[config.mk]
export PLATFORM = sky130hd
export DESIGN_NAME = my_sync_fifo_fg
export DESIGN_NICKNAME = d
export VERILOG_FILES = /design/src/rtl/my_sync_fifo_fg.sv
export SDC_FILE = /design/constraint.sdc
export NUM_CORES = 1
export LEC_CHECK = 0
export BUFFER_PORTS_ARGS = -buffer_cell sky130_fd_sc_hd__buf_2
export CAP_MARGIN = 20
export CORE_MARGIN = 2
export CORE_UTILIZATION = 50
export DETAILED_ROUTE_END_ITERATION = 16
export PLACE_DENSITY = 0.73
export SETUP_SLACK_MARGIN = 0.3
export SYNTH_ARGS = -nofsm -noshare
export SYNTH_HDL_FRONTEND = slang
export SYNTH_SLANG_ARGS = --single-unit
export TNS_END_PERCENT = 50
[constraint.sdc]
create_clock -name Clk -period 2.3 [get_ports Clk]
set_input_delay 0.46 -clock Clk [delete_from_list [all_inputs] [get_ports Clk]]
set_output_delay 0.46 -clock Clk [all_outputs]
set_load 0.01 [all_outputs]
[src/rtl/my_sync_fifo_fg.sv]
// Single-clock FIFO with standard or first-word-fall-through read mode.
// Define MY_SYNC_FIFO_FG_STATUS_EN to generate Data_count, Prog_full/empty and Overflow/Underflow.

module my_sync_fifo_fg #(
  parameter int C_DATA_WIDTH        = 6,
  parameter int C_FIFO_DEPTH        = 16,
  parameter int C_READ_MODE         = 0,
  parameter int C_PROG_FULL_THRESH  = 12,
  parameter int C_PROG_EMPTY_THRESH = 2
) (
  input  logic                          Clk,
  input  logic                          Ainit_n,
  input  logic [C_DATA_WIDTH-1:0]       Din,
  input  logic                          Wr_en,
  output logic                          Full,
  output logic                          Wr_ack,
  output logic                          Overflow,
  input  logic                          Rd_en,
  output logic [C_DATA_WIDTH-1:0]       Dout,
  output logic                          Rd_ack,
  output logic                          Empty,
  output logic                          Underflow,
  output logic [$clog2(C_FIFO_DEPTH):0] Data_count,
  output logic                          Prog_full,
  output logic                          Prog_empty
);

  localparam int AW = $clog2(C_FIFO_DEPTH);
  localparam int CW = AW + 1;
  localparam logic [CW-1:0] FULL_DIFF = {1'b1, {AW{1'b0}}};

  logic [1:0]              sync_reg;
  logic                    ready;
  logic [C_DATA_WIDTH-1:0] mem [C_FIFO_DEPTH];
  logic [CW-1:0]           wr_ptr_reg;
  logic [CW-1:0]           wr_ptr_next;
  logic [CW-1:0]           cons_ptr_next;
  logic                    full_reg;
  logic                    wr_ack_reg;
  logic                    wr_acc;
  logic                    rd_acc;

  // Writes are refused until the reset release has passed through both flops.
  always_ff @(posedge Clk or negedge Ainit_n) begin
    if (!Ainit_n) begin
      sync_reg <= '0;
    end else begin
      sync_reg <= {sync_reg[0], 1'b1};
    end
  end

  assign ready       = sync_reg[1];
  assign wr_acc      = Wr_en & ~full_reg & ready;
  assign wr_ptr_next = wr_ptr_reg + CW'(wr_acc);

  // Pointers carry one wrap bit; equal low bits with differing wrap bits means full.
  always_ff @(posedge Clk or negedge Ainit_n) begin
    if (!Ainit_n) begin
      wr_ptr_reg <= '0;
      full_reg   <= 1'b0;
      wr_ack_reg <= 1'b0;
    end else begin
      wr_ptr_reg <= wr_ptr_next;
      full_reg   <= (wr_ptr_next ^ cons_ptr_next) == FULL_DIFF;
      wr_ack_reg <= wr_acc;
    end
  end

  always_ff @(posedge Clk) begin
    if (wr_acc) begin
      mem[wr_ptr_reg[AW-1:0]] <= Din;
    end
  end

  assign Full   = full_reg;
  assign Wr_ack = wr_ack_reg;

  generate
    if (C_READ_MODE == 1) begin : g_fwft
      logic [CW-1:0]           rd_ptr_reg;
      logic [CW-1:0]           pop_ptr_reg;
      logic [C_DATA_WIDTH-1:0] mid_reg;
      logic [C_DATA_WIDTH-1:0] out_reg;
      logic                    mid_valid_reg;
      logic                    out_valid_reg;
      logic                    out_load;
      logic                    fetch;

      // Two-stage prefetch (memory -> mid -> out) keeps pops bubble-free.
      assign rd_acc        = Rd_en & out_valid_reg;
      assign out_load      = mid_valid_reg & (~out_valid_reg | rd_acc);
      assign fetch         = (rd_ptr_reg != wr_ptr_reg) & (~mid_valid_reg | out_load);
      assign cons_ptr_next = pop_ptr_reg + CW'(rd_acc);

      always_ff @(posedge Clk or negedge Ainit_n) begin
        if (!Ainit_n) begin
          rd_ptr_reg    <= '0;
          pop_ptr_reg   <= '0;
          mid_reg       <= '0;
          out_reg       <= '0;
          mid_valid_reg <= 1'b0;
          out_valid_reg <= 1'b0;
        end else begin
          rd_ptr_reg    <= rd_ptr_reg + CW'(fetch);
          pop_ptr_reg   <= cons_ptr_next;
          mid_valid_reg <= fetch | (mid_valid_reg & ~out_load);
          out_valid_reg <= out_load | (out_valid_reg & ~rd_acc);
          if (fetch) begin
            mid_reg <= mem[rd_ptr_reg[AW-1:0]];
          end
          if (out_load) begin
            out_reg <= mid_reg;
          end
        end
      end

      assign Dout   = out_reg;
      assign Rd_ack = out_valid_reg;
      assign Empty  = ~out_valid_reg;
    end else begin : g_std
      logic [CW-1:0]           rd_ptr_reg;
      logic [C_DATA_WIDTH-1:0] dout_reg;
      logic                    empty_reg;
      logic                    rd_ack_reg;

      assign rd_acc        = Rd_en & ~empty_reg;
      assign cons_ptr_next = rd_ptr_reg + CW'(rd_acc);

      always_ff @(posedge Clk or negedge Ainit_n) begin
        if (!Ainit_n) begin
          rd_ptr_reg <= '0;
          dout_reg   <= '0;
          empty_reg  <= 1'b1;
          rd_ack_reg <= 1'b0;
        end else begin
          rd_ptr_reg <= cons_ptr_next;
          empty_reg  <= wr_ptr_next == cons_ptr_next;
          rd_ack_reg <= rd_acc;
          if (rd_acc) begin
            dout_reg <= mem[rd_ptr_reg[AW-1:0]];
          end
        end
      end

      assign Dout   = dout_reg;
      assign Rd_ack = rd_ack_reg;
      assign Empty  = empty_reg;
    end
  endgenerate

`ifdef MY_SYNC_FIFO_FG_STATUS_EN
  logic [CW-1:0] count_reg;
  logic [CW-1:0] count_next;
  logic          prog_full_reg;
  logic          prog_empty_reg;
  logic          overflow_reg;
  logic          underflow_reg;

  assign count_next = count_reg + CW'(wr_acc) - CW'(rd_acc);

  always_ff @(posedge Clk or negedge Ainit_n) begin
    if (!Ainit_n) begin
      count_reg      <= '0;
      prog_full_reg  <= 1'b0;
      prog_empty_reg <= 1'b1;
      overflow_reg   <= 1'b0;
      underflow_reg  <= 1'b0;
    end else begin
      count_reg      <= count_next;
      prog_full_reg  <= count_next >= CW'(C_PROG_FULL_THRESH);
      prog_empty_reg <= count_next <= CW'(C_PROG_EMPTY_THRESH);
      overflow_reg   <= Wr_en & ~wr_acc;
      underflow_reg  <= Rd_en & Empty;
    end
  end

  assign Data_count = count_reg;
  assign Prog_full  = prog_full_reg;
  assign Prog_empty = prog_empty_reg;
  assign Overflow   = overflow_reg;
  assign Underflow  = underflow_reg;
`else
  assign Data_count = '0;
  assign Prog_full  = 1'b0;
  assign Prog_empty = 1'b0;
  assign Overflow   = 1'b0;
  assign Underflow  = 1'b0;
`endif

endmodule
# Yosys cells after proc, flatten, opt, wreduce, memory -nomap -nowiden
# Memory sizes are Yosys's and may differ from the RTL's. A register that Yosys moved wholly into a read port is not among the register bits.
# Index checks and enable logic that the tools add are counted.
# word_totals
output_inout_bits,19
elab_cells,21
ramBits,96
reg_bits,16
inputBits,10
mem_count,1
# memory_table
name,depth,word_bits,rd,rd_clocked_by_memory_dff,wr,line_no,rtl
mem,16,6,1,1,1,34,logic [C_DATA_WIDTH-1:0] mem [C_FIFO_DEPTH];
# classes
muxes,2
n_addsub,2
eq_ne,2
n_bitwise,6
reduce_logical,1
# op_table
op,n
5-bit by 1-bit adder with 5-bit output,2
5-bit == test,1
"5-bit == test, second input constant",1
5-bit XOR,1
1-bit AND,3
1-bit 2-to-1 mux,2
1-bit inverter,2
1-bit zero test,1

# Logic depth before layout (Yosys ltp)
# depth
word_depth,6
mapped_depth,9
ltp_nobuf,8

# Worst setup path after synthesis
# No wires, ideal clock.
# synth_path
path_kind,flip-flop to flip-flop
startpoint,register g_std.empty_reg (netlist: Empty)
endpoint,register g_std.empty_reg (netlist: Empty)
setup_slack_ns,0.046
setup_time_ns,0.075
t_arrival_ns,2.179
period_less_slack_ns,2.254
t_required_ns,2.225
stages_incl_launch_ff,10
n_path_buf,1
cell_sequence,dfstp_2 -> nand2b_1 -> clkbuf_1 -> inv_1 -> ha_1 -> ha_1 -> xor2_2 -> xor2_1 -> or3_4 -> nor3b_2
# synth_via
elab_chain_cells,4
# synth_rtl
element,line_no,rtl
"start, declared",123,logic empty_reg;
"start signal, assigned",137,empty_reg <= wr_ptr_next == cons_ptr_next;
1-bit inverter,126,assign rd_acc = Rd_en & ~empty_reg;
1-bit AND,126,
via rd_acc,41,logic rd_acc;
5-bit by 1-bit adder with 5-bit output,127,assign cons_ptr_next = rd_ptr_reg + CW'(rd_acc);
via cons_ptr_next[2],37,logic [CW-1:0] cons_ptr_next;
5-bit == test,137,
# The timed path passes the listed nets, and every way through them passes these cells.

# Final worst setup path
# Same ends and word-level chain as after synthesis.

==> results.sh <==
export IMPL_relSlewSlack_pct=62.19
export IMPL_synth_compound_area_share_pct=5.190
export IMPL_crit_arrival_ns=2.38
export IMPL_grt_max_degree=23
export IMPL_cp_depth=8
export IMPL_tritoncts="yes"
export IMPL_drc=0
export IMPL_status="finished, final reports clean"
export IMPL_ir_worst_vdd_uv=658.7
export IMPL_critPathKind="reg -> reg"
export IMPL_setup_tns_ns=0
export IMPL_clkSlewWorstSetupHoldPaths_ns=0.06
export IMPL_grt_pass1_vias=2623
export IMPL_synth_xor_area_share_pct=2.490
export IMPL_synth_seq_cells=118
export IMPL_whs_ns=0.2126
export IMPL_synthCells=297
export IMPL_power_leakage_nw=2.171
export IMPL_via_per_inst=5.321
export IMPL_ctsHtreeMaxLevel=4
export IMPL_required_ns=2.74
export IMPL_slowest_delay_ns=0.54
export IMPL_yosys_warnings=0
export IMPL_core_um2=9240
export IMPL_die_x_um=101.7
export IMPL_drtIter0Drc=182
export IMPL_grt_pass1_wl_mm=14.14
export IMPL_cp_top_family="simple AND/OR/NAND/NOR gates"
export IMPL_netlist_area_um2=4773
export IMPL_crit_slowest_cell="dfstp_2"
export IMPL_power_density_nw_per_um2=1304
export IMPL_seq_area_frac_synth_pct=71.95
export IMPL_synth_main_ff_cell="edfxtp_1"
export IMPL_register_area_um2=3435
export IMPL_hold_viol_final=0
export IMPL_clock_latency_ns=0.52
export IMPL_min_period_over_period_pct=84.21
export IMPL_cp_end_kind="flip-flop"
export IMPL_numClockSinks=118
export IMPL_clock_skew_ns=0.009394
export IMPL_groute_usage_overall_pct=19.67
export IMPL_antenna_found_initial=0
export IMPL_synthMuxAreaShare_pct=10.07
export IMPL_io_pins=29
export IMPL_reg2reg_from="Empty"
export IMPL_postSynthAreaPerCell_um2=16.07
export IMPL_multi_input_comb_area_um2=1249
export IMPL_synthAdderAreaFrac_pct=1.048
export IMPL_die_area_um2=10340
export IMPL_gp_congestion=0.9389
export IMPL_fmax_mhz=516.3
export IMPL_numCtsBuffers=17
export IMPL_drive_above_1_share_pct=22.60
export IMPL_routed_wl_mm=9.185
export IMPL_crit_fanout=3
export IMPL_gr_total_overflow=0
export IMPL_ant_nets=0
export IMPL_io_buffers=19
export IMPL_fillers=682
export IMPL_cap_violations=0
export IMPL_fin_ws_ns=0.3633
export IMPL_crit_path_start_kind="flip-flop"
export IMPL_hold_path_startpoint="Rd_en"
export IMPL_root_buffer="clkbuf_8"
export IMPL_area_growth_pct=19.29
export IMPL_fin_nets=355
export IMPL_cp_cell_sequence="nand2b_4, inv_2, ha_4, ha_4, xor2_2, xor2_1, or3_4, nor3b_2"
export IMPL_r2r_slack_ns=0.36
export IMPL_synth_edff_count=96
export IMPL_setup_viol=0
export IMPL_synth_simple_area_share_pct=5.898
export IMPL_crit_buf_inv=1
export IMPL_worst_path_most_repeated_cell="ha_4"
export IMPL_die_y_um=101.7
export IMPL_report_final_slew_viol_count=0
export IMPL_rows=35
export IMPL_min_period_ns=1.937
export IMPL_async_reset_ff_share_pct=18.64
export IMPL_dr_pass1_iters=5
export IMPL_cp_startpoint="Empty"
export IMPL_initial_core_util_pct=51.66
export IMPL_routedWlPerCell_um=19.02
export IMPL_antenna_cells=0
export IMPL_dpl_hpwl_mm=6.204
export IMPL_ys_types=35
export IMPL_largest_reg_flops=96
export IMPL_rsz0062_at_grt="true"
export IMPL_dp_slack_ns=0.2652
export IMPL_cts_buffer_depth=2
export IMPL_tightestPinTransition_ns=0.5651
export IMPL_synth_top_family_by_area="multiplexers"
export IMPL_vias=2570
export IMPL_whs_path_depth=3
export IMPL_min_path_type="in -> reg"
export IMPL_reg2reg_depth=8
==> metal layers <==
| layer | wire length (um) | global-route usage, % | up-vias | share of wire [%] |
|---|---|---|---|---|
| li1 | - | - | 1196 | - |
| met5 | 0 | 0 | - | 0 |
| met4 | 116 | 7.900 | 0 | 1.3 |
| met3 | 598 | 7.384 | 10 | 6.5 |
| met1 | 3847 | 24.68 | 1300 | 42 |
| met2 | 4622 | 31.07 | 64 | 50 |
==> placed cells by master (no fill, tap or decap), drive strengths merged, types with 9 or more instances in the layout <==
cell and count:
edfxtp 96, a22oi 18, buf 36, nor2 15, clkbuf 17, inv 9, dfrtp 21, conb 10
nand2 14, mux2i 48
==> final cells by class <==
class                   instances  share of cell area [%]
inverters                       3                  0.1978
clock buffers                  17                   7.273
flip-flops and latches        118                   60.32
clock inverters                15                   3.362
well taps                     129                   2.835
repair buffers                 37                   4.087
multi-input cells             164                   21.93
==> cell usage after synthesis (3+ instances only) <==
master / instances / area, um2
inv_1: 3 / 11.26
nand3b_1: 3 / 22.52
ha_1: 4 / 50.05
nor2b_1: 4 / 25.02
nor2_1: 15 / 56.30
xor2_1: 6 / 52.55
a32oi_1: 6 / 52.55
nand2_1: 14 / 52.55
nand3_1: 5 / 25.02
a21oi_1: 6 / 30.03
nor3_1: 4 / 20.02
o21ai_0: 4 / 20.02
dfrtp_1: 21 / 525.5
buf_4: 13 / 97.59
edfxtp_1: 96 / 2883
mux2i_1: 48 / 480.5
a22oi_1: 18 / 135.1
==> worst paths after layout <==
path | endpoint
worst max-delay path | Empty
worst max register to register | Empty
max in group asynchronous | Empty
worst min-delay path | Rd_ack
worst min register to register | sync_reg[1]
min in group asynchronous | sync_reg[0]
==> metrics by stage <==
stage               power [mW]  util, %  area (um2)  instances
detailed placement       4.771    54.77        5061        449
global placement         4.713    54.77        5061        449
finish                   7.424    61.62        5694        483
global route             7.772    61.62        5694        483
CTS                      7.443    61.52        5684        483
floorplan                4.266        -        4836        305
==> worst register-to-register path, delay by kind of cell (launching register included) <==
| kind | cells | cell delay, ns |
|---|---|---|
| xor+xnor | 2 | 0.32 |
| simple gates | 3 | 0.64 |
| flops | 1 | 0.54 |
| fa+ha+maj | 2 | 0.32 |
| buf+inv | 1 | 0.05 |
==> report_power, final <==
part | internal, mW | leakage (nW) | switching, mW | total (mW)
combinational | 0.829 | 0.750 | 1.12 | 1.95
clock | 1.67 | 0.292 | 0.970 | 2.64
sequential | 2.58 | 1.13 | 0.250 | 2.83
==> cells by family after synthesis <==
family                   Yosys count
other                              2
buffers and inverters             23
multiplexers                      48
adder cells (fa/ha/maj)            4
flip-flops                       118
XOR/XNOR                          11
AO/OA/AOI/OAI                     36
AND/OR/NAND/NOR                   55
==> timing repair <==
item / CTS / global route
pin swaps: 0 / 1
gates resized for setup: 0 / 2
hold buffers: 1 / 0
setup endpoints to repair: 2 / 2
hold endpoints to repair: 21 / 0
setup buffers: 1 / 0
Note: power is estimated with default switching activity, not from simulation.
